**config.mk**
```make
export PLATFORM = sky130hd
export DESIGN_NAME = aad_pool_stream
export DESIGN_NICKNAME = d
export VERILOG_FILES = /design/src/rtl/aad_pkg.sv /design/src/rtl/aad_absdiff.sv /design/src/rtl/aad_pool_stream.sv
export SDC_FILE = /design/constraint.sdc
export NUM_CORES = 1
export LEC_CHECK = 0
export CAP_MARGIN = 15
export CORE_ASPECT_RATIO = 0.7
export CORE_MARGIN = 2
export CORE_UTILIZATION = 61
export DETAILED_ROUTE_END_ITERATION = 16
export PLACE_DENSITY = 0.79
export RECOVER_POWER = 25
export SYNTH_ARGS = -nofsm -noshare
export SYNTH_HDL_FRONTEND = slang
export SYNTH_SLANG_ARGS = --single-unit
```
**constraint.sdc**
```tcl
create_clock -name clk -period 15.4 [get_ports clk]
set_clock_uncertainty 0.1 [all_clocks]
set_input_delay 2.31 -clock clk [delete_from_list [all_inputs] [get_ports clk]]
set_output_delay 2.31 -clock clk [all_outputs]
set_load 0.05 [all_outputs]
```
**src/rtl/aad_pkg.sv**
```systemverilog
// Shared constants, width helper and result record for the streaming 2x2 AAD pooling block.
package aad_pkg;

  localparam int AAD_DIV = 12;

  function automatic int sum_w(input int pix_w);
    return pix_w + 1;
  endfunction

  // Result record at the default 8-bit pixel width; the top builds its own copy sized by PIX_W.
  localparam int AAD_DEF_SUM_W = 9;

  typedef struct packed {
    logic [AAD_DEF_SUM_W-1:0] hor;
    logic [AAD_DEF_SUM_W-1:0] ver;
    logic [AAD_DEF_SUM_W-1:0] hor_div;
    logic [AAD_DEF_SUM_W-1:0] ver_div;
    logic                     last;
  } aad_res_t;

endpackage

```
**src/rtl/aad_absdiff.sv**
```systemverilog
// Unsigned absolute difference |a-b|; the result never wraps.
module aad_absdiff #(
  parameter int PIX_W = 8
) (
  input  logic [PIX_W-1:0] a_i,
  input  logic [PIX_W-1:0] b_i,
  output logic [PIX_W-1:0] d_o
);

  assign d_o = (a_i >= b_i) ? (a_i - b_i) : (b_i - a_i);

endmodule

```
**src/rtl/aad_pool_stream.sv**
```systemverilog
// Streaming 2x2 absolute-adjacent-difference pooling over raster pixels using a one-row pair buffer.
// Define AAD_DIV12_EN to produce floor(sum/12) on out_hor_div/out_ver_div; otherwise both read 0.
module aad_pool_stream
  import aad_pkg::*;
#(
  parameter int PIX_W = 8,
  parameter int COLS  = 8,
  parameter int ROWS  = 8
) (
  input  logic             clk,
  input  logic             rst_n,
  input  logic             in_valid,
  output logic             in_ready,
  input  logic             in_sof,
  input  logic [PIX_W-1:0] in_pix,
  output logic             out_valid,
  input  logic             out_ready,
  output logic [PIX_W:0]   out_hor,
  output logic [PIX_W:0]   out_ver,
  output logic [PIX_W:0]   out_hor_div,
  output logic [PIX_W:0]   out_ver_div,
  output logic             out_last
);

  localparam int SW = sum_w(PIX_W);
  localparam int CW = $clog2(COLS);
  localparam int RW = $clog2(ROWS);
  localparam int BE = COLS / 2;
  localparam int BW = (BE > 1) ? $clog2(BE) : 1;

  typedef struct packed {
    logic [SW-1:0] hor;
    logic [SW-1:0] ver;
    logic [SW-1:0] hor_div;
    logic [SW-1:0] ver_div;
    logic          last;
  } res_t;

  logic [CW-1:0]      col_q, col_d, cur_col;
  logic [RW-1:0]      row_q, row_d, cur_row;
  logic [PIX_W-1:0]   left_q, left_d;
  logic [2*PIX_W-1:0] pair_q [BE];
  logic [BW-1:0]      pair_idx;
  res_t               res_q, res_d;
  logic               valid_q, valid_d;
  logic               accept, win, buf_we;
  logic [PIX_W-1:0]   p00, p01, p10, p11;
  logic [PIX_W-1:0]   d_h0, d_h1, d_v0, d_v1;

  // Handshake: a pixel transfers when in_valid && in_ready, a result when out_valid && out_ready;
  // in_ready opens whenever the single output slot is empty or being drained this cycle.
  assign in_ready = !valid_q || out_ready;
  assign accept   = in_valid && in_ready;

  // A start-of-frame pixel is position (0,0) no matter where the counters stand.
  assign cur_col  = in_sof ? '0 : col_q;
  assign cur_row  = in_sof ? '0 : row_q;
  assign pair_idx = BW'(cur_col >> 1);

  assign p00 = pair_q[pair_idx][2*PIX_W-1:PIX_W];
  assign p01 = pair_q[pair_idx][PIX_W-1:0];
  assign p10 = left_q;
  assign p11 = in_pix;

  assign win    = accept && cur_row[0] && cur_col[0];
  assign buf_we = accept && !cur_row[0] && cur_col[0];

  aad_absdiff #(.PIX_W(PIX_W)) u_h0 (.a_i(p00), .b_i(p01), .d_o(d_h0));
  aad_absdiff #(.PIX_W(PIX_W)) u_h1 (.a_i(p10), .b_i(p11), .d_o(d_h1));
  aad_absdiff #(.PIX_W(PIX_W)) u_v0 (.a_i(p00), .b_i(p10), .d_o(d_v0));
  aad_absdiff #(.PIX_W(PIX_W)) u_v1 (.a_i(p01), .b_i(p11), .d_o(d_v1));

  always_comb begin
    col_d   = col_q;
    row_d   = row_q;
    left_d  = left_q;
    valid_d = valid_q;
    res_d   = res_q;

    if (valid_q && out_ready) begin
      valid_d = 1'b0;
    end

    if (accept) begin
      if (!cur_col[0]) begin
        left_d = in_pix;
      end
      if (cur_col == CW'(COLS - 1)) begin
        col_d = '0;
        row_d = (cur_row == RW'(ROWS - 1)) ? '0 : cur_row + RW'(1);
      end else begin
        col_d = cur_col + CW'(1);
        row_d = cur_row;
      end
    end

    // A completing window reloads the slot even while the previous result is being drained.
    if (win) begin
      valid_d    = 1'b1;
      res_d.hor  = SW'(d_h0) + SW'(d_h1);
      res_d.ver  = SW'(d_v0) + SW'(d_v1);
      res_d.last = (cur_row == RW'(ROWS - 1)) && (cur_col == CW'(COLS - 1));
`ifdef AAD_DIV12_EN
      res_d.hor_div = SW'(32'(res_d.hor) / 32'(AAD_DIV));
      res_d.ver_div = SW'(32'(res_d.ver) / 32'(AAD_DIV));
`else
      res_d.hor_div = '0;
      res_d.ver_div = '0;
`endif
    end
  end

  always_ff @(posedge clk) begin
    if (!rst_n) begin
      col_q   <= '0;
      row_q   <= '0;
      left_q  <= '0;
      valid_q <= 1'b0;
      res_q   <= '0;
    end else begin
      col_q   <= col_d;
      row_q   <= row_d;
      left_q  <= left_d;
      valid_q <= valid_d;
      res_q   <= res_d;
    end
  end

  // Pair buffer holds the top row of each window; its contents need no reset.
  always_ff @(posedge clk) begin
    if (buf_we) begin
      pair_q[pair_idx] <= {left_q, in_pix};
    end
  end

  assign out_valid   = valid_q;
  assign out_hor     = res_q.hor;
  assign out_ver     = res_q.ver;
  assign out_hor_div = res_q.hor_div;
  assign out_ver_div = res_q.ver_div;
  assign out_last    = res_q.last;

endmodule
```
### Word level (Yosys, flattened, before mapping)

Memories as Yosys holds them, arrays and structs flattened.
Cells that the tools add are included.
W data, S select, Z words.

* RAM bits: 64
* bits of input ports: 13
* bits in read-only memories: 0
* bits in registers: 34
* output and inout port bits: 39
* bits in latches: 0
* memories kept: 1
* logic and storage cells: 52

Memories
* pair_q: depth 4, width 16, read ports 1, clocked after Yosys merged registers in 0, write ports 1, line aad_pool_stream.sv:42 `logic [2*PIX_W-1:0] pair_q [BE];`

* bitwise logic cells: 1
* reduce and logical (&&, ||, !) cells: 12
* shift-type cells: 0
* $mul: 0
* multiplexer cells: 13
* eq/ne operators: 2
* add/subtract/negate cells: 12
* order comparisons: 4
* divide/modulo/power cells: 0

Operators by type and width (number)
* $sub A8 B8 Y8: 8
* $ge A8 B8 Y1: 4
* $mux W8: 4
* $add A8 B8 Y9: 2
* $mux W3: 5
* $logic_and A1 B1 Y1: 7
* $add A3 B1 Y3 const B: 2
* $eq A3 B3 Y1 const B: 2
* $mux W1: 4
* $logic_not A1 Y1: 2
* $reduce_and A2 Y1: 1
* $reduce_bool A2 Y1: 1
* $logic_or A1 B1 Y1: 1
* $not A1 Y1: 1

### Longest topological paths before layout

* word-level depth: 7
* mapped depth: 24
* mapped depth without buffers: 22

### Modules after synthesis

Synthesis repeated with hierarchy kept, for this count alone.

* cells, all modules: 747
* area total of the unflattened synthesis: 7375.8 um2

Modules (own cells, without submodules)
* aad_pool_stream: times used 1, cells each 423, sequential area each 2602.5 um2, area an instance 4768.3 um2
* aad_absdiff: times used 4, cells each 81, sequential area each 0.0 um2, area an instance 651.9 um2

### Worst setup path before layout

No wires, ideal clock.

* path kind: input to register
* start: input in_sof
* end: register res_q, in the netlist out_hor[6]
* path buffers: 4
* stages on the path: 20
* setup time: 0.115 ns
* path slack: 8.795 ns
* required time: 15.185 ns
* arrival: 6.390 ns
* cells stage by stage: buf_6 -> clkbuf_1 -> clkbuf_1 -> a221oi_1 -> ha_1 -> buf_6 -> a211o_1 -> nor3_1 -> a221oi_2 -> a2111oi_4 -> nor2_4 -> mux2i_1 -> fa_1 -> a21o_1 -> a21oi_1 -> o21bai_1 -> a21oi_1 -> xor2_1 -> o21ai_0 -> and2_1

* cells in the longest elaborated chain, start to end: 5
* elaborated cells between the ends (all ways): 10
* those cells by class: 3 x add/sub; 1 x order compare; 3 x mux; 2 x reduce/logical; 1 x memory

Ends and longest elaborated chain
* start: declaration: line aad_pool_stream.sv:14 `input logic in_sof,`
* $mux W3: line aad_pool_stream.sv:56 `assign cur_col = in_sof ? '0 : col_q;`
* $mem_v2 Z4 W16
* $sub A8 B8 Y8 / $ge A8 B8 Y1 (equally long branches): line aad_absdiff.sv:10 `assign d_o = (a_i >= b_i) ? (a_i - b_i) : (b_i - a_i);`
* $mux W8: line aad_absdiff.sv:10
* $add A8 B8 Y9: line aad_pool_stream.sv:100 `res_d.hor = SW'(d_h0) + SW'(d_h1);`
* end signal: assignment: line aad_pool_stream.sv:125 `res_q <= res_d;`
* end: declaration: line aad_pool_stream.sv:44 `res_t res_q, res_d;`

Several ways; a longest one is shown, not always the timed one.
A chain may end at the register's enable or synchronous reset.

### Final worst setup path

* start: input in_sof
* end: register res_q, in the netlist out_ver[6]

* cells in the longest elaborated chain, start to end: 5
* elaborated cells between the ends (all ways): 14
* those cells by class: 5 x add/sub; 2 x order compare; 4 x mux; 2 x reduce/logical; 1 x memory

Ends and longest elaborated chain
* $mux W3: line aad_pool_stream.sv:56
* $mem_v2 Z4 W16
* $sub A8 B8 Y8 / $ge A8 B8 Y1 (equally long branches): line aad_absdiff.sv:10
* $mux W8: line aad_absdiff.sv:10
* $add A8 B8 Y9: line aad_pool_stream.sv:101 `res_d.ver = SW'(d_v0) + SW'(d_v1);`

Several ways; a longest one is shown, not always the timed one.

==> flow_metrics.tcl <==
set metrics [dict create \
    cap_viol_max_count 0 \
    grt_max_degree 49 \
    yosys_most_used_dff "edfxtp_1" \
    max_slew_margin_pct 33.0 \
    row_count 33 \
    firstDrtPassIters 7 \
    yosysMostFrequentCell "ha_1" \
    nets 854 \
    ys_warn_count 0 \
    cts_setup_buffers 0 \
    initial_utilization_pct 62.2 \
    area_growth_pct 9.90 \
    ant_nets 0 \
    outcome "finished, final reports clean" \
    grt_pass1_wl_mm 28.0 \
    routedWlPerCell_um 19.9 \
    crit_slowest_cell "a221oi_1" \
    fin_util_pct 68.3 \
    io_pins 52 \
    io_buffers 33 \
    n_antenna_cell 0 \
    irDropWorstVdd_uv 56.9 \
    ys_types 64 \
    regArea_mm2 0.00260 \
    async_flop_share_pct 0 \
    fp.dieH_um 95.1 \
    cts_resized 0 \
    period_minus_slack_ns 7.78 \
    synthesis.area_mm2 0.00724 \
    path_delay_family "compound AO/OA/AOI/OAI gates" \
    cpPeakStageDelay_ns 0.63 \
    crit_chain "clkdlybuf4s50_1 -> buf_4 -> and2b_1 -> a221oi_1 -> inv_1 -> ha_1 -> nor2b_1 -> o21a_1 -> o311a_1 -> o21ai_0 -> nand2b_1 -> mux2i_1 -> xor2_1 -> ha_1 -> a21o_1 -> a21oi_1 -> o21bai_1 -> a21oi_1 -> xor2_1 -> o21ai_0 -> and2_1" \
    dp_hpwl_mm 13.9 \
    multi_input_area_mm2 0.00426 \
    synth_common_cells "80 x ha_1, 64 x edfxtp_1, 57 x a21oi_1" \
    root_buffer "clkbuf_16" \
    syn_area_per_cell_um2 9.89 \
    cts_hold_buffers 0 \
    place_congestion 1.07 \
    placed_area_mm2 0.00765 \
    clkSinkCount 98 \
    final-hold-violation-count 0 \
    start_kind "primary input" \
    pwr_density_cell_mw_per_mm2 95.7 \
    die_area_mm2 0.0128 \
    drt_iter0_markers 607 \
    p_leak_uw 0.00324 \
    design_area_mm2 0.00796 \
    crit_required_ns 15.56 \
    fmax_mhz 129 \
    worst-setup-path-type "in -> reg" \
    synth_top_area_share_pct 26.6 \
    path_max_fanout 38 \
    fin_crit_sh_pct 50.5 \
    worst_slack_ns 7.62 \
    clkTransAtPathRegs_ns 0.08 \
    synth-edff-count 64 \
    grt_pass1_vias 5011 \
    finalSetupViolations 0 \
    synth_sequential_area_ratio_pct 36.0 \
    fillers 923 \
    crit_arrival_ns 7.94 \
    via_per_inst 6.02 \
    ys_top_cells_by_area "edfxtp_1 27%, ha_1 14%, dfxtp_1 9.4%, a21oi_1 3.9%, mux2i_1 3.0%" \
    whs_ns 0.366 \
    tns_ns 0 \
    worst_setup_path_end_kind "register" \
    grt_usage_pct 29.2 \
    yosysTopAreaCell "edfxtp_1" \
    drive_above_1_share_pct 7.77 \
    synth_seq_cells 98 \
    drv_slew 0 \
    route.vias.total 5512 \
    core_area_mm2 0.0116 \
    rsz0062_at_grt "no" \
    clock_path_buffers 2 \
    clk_latency_ns 0.36 \
    die_width_um 134 \
    overflow 0 \
    critPathBufInv 3 \
    wl_mm 18.2 \
    cts_tree "yes" \
    cts_buffers 9 \
    min_path_type "reg -> reg" \
    place_ws_ns 7.34 \
    antenna_found_initial 0 \
    syn_inst 732 \
    htree_num_levels 3 \
    worst_slew_pin_slew_ns 0.995 \
    drc_errors 0 \
]
-- state kept, by name (all words and copies together), names as in the netlist --
signal,count
col_q,3
left_q,8
out_hor,9
out_last,1
out_valid,1
out_ver,9
pair_q,64
row_q,3
-- kinds of logic (layout without fill, tap and decap cells) --
| family | count (synthesis) | in the layout | synth area share, % |
|---|---|---|---|
| other | 1 | 18 | 0.0518 |
| flip-flops | 98 | 98 | 36.0 |
| adder cells (fa/ha/maj) | 87 | 87 | 15.8 |
| AO/OA/AOI/OAI | 191 | 191 | 18.3 |
| AND/OR/NAND/NOR | 182 | 182 | 13.6 |
| buffers and inverters | 100 | 110 | 6.52 |
| multiplexers | 40 | 40 | 5.84 |
| XOR/XNOR | 33 | 33 | 3.99 |
-- final cells by class --
cell class,count,area share [%]
clock buffer,9,2.83
tap,157,2.47
timing repair buffer,41,4.91
sequential,98,32.7
inverter,53,2.50
clock inverter,7,1.01
multi-input combinational,551,53.6
-- path summary, 6_finish.rpt --
| kind | endpoint | startpoint | cells past startpoint | slack, ns |
|---|---|---|---|---|
| hold reg to reg | out_ver[4] | out_ver[4] | 2 | 0.37 |
| hold / removal | out_ver[4] | out_ver[4] | 2 | 0.37 |
| setup / recovery | out_ver[6] | in_sof | 21 | 7.62 |
| setup reg to reg | out_ver[6] | col_q[1] | 20 | 9.77 |
-- layout by cell type, fill, tap and decap left out, types with 9 or more instances in the layout --
cell type | synthesis | final
o21ai_0 | 33 | 33
xor2_1 | 15 | 15
edfxtp_1 | 64 | 64
dfxtp_1 | 34 | 34
nand3b_1 | 13 | 13
mux2i_1 | 22 | 22
a221oi_1 | 11 | 11
nand2_1 | 56 | 56
clkbuf_16 | 0 | 9
clkdlybuf4s50_1 | 0 | 29
a21boi_0 | 13 | 13
nor2b_1 | 19 | 19
nand2b_1 | 18 | 18
conb_1 | 1 | 18
a21o_1 | 16 | 16
and2_1 | 14 | 14
nor2_1 | 21 | 21
a221o_1 | 9 | 9
o21bai_1 | 13 | 13
inv_1 | 53 | 53
ha_1 | 80 | 80
a21oi_1 | 57 | 57
xnor2_1 | 18 | 18
mux2_2 | 18 | 18
-- tightest hold or removal path: stages (launching register included) --
cell and delay (ns):
dfxtp_1 0.31, nand2_1 0.05, a21boi_0 0.06
-- power by group --
group          total [uW]  internal (uW)  leakage [uW]  switching [uW]
sequential            286            282      0.000848            3.77
clock                 230            116      0.000146             115
combinational         246            101       0.00225             145
total                 762            498       0.00324             263
-- stage by stage --
step	total power (uW)	cells
floorplan	482	749
global placement	528	900
detailed placement	532	900
CTS	762	916
global route	801	916
finish	762	916
-- metal layers --
layer,vias to the layer above,global-route usage (%),part of all wire (%)
met2,215,44.3,43
met4,0,6.67,1.3
met5,-,0,0
met1,2639,43.4,48
met3,22,5.32,8.0
li1,2636,-,-
Note: power is estimated with default switching activity, not from simulation.
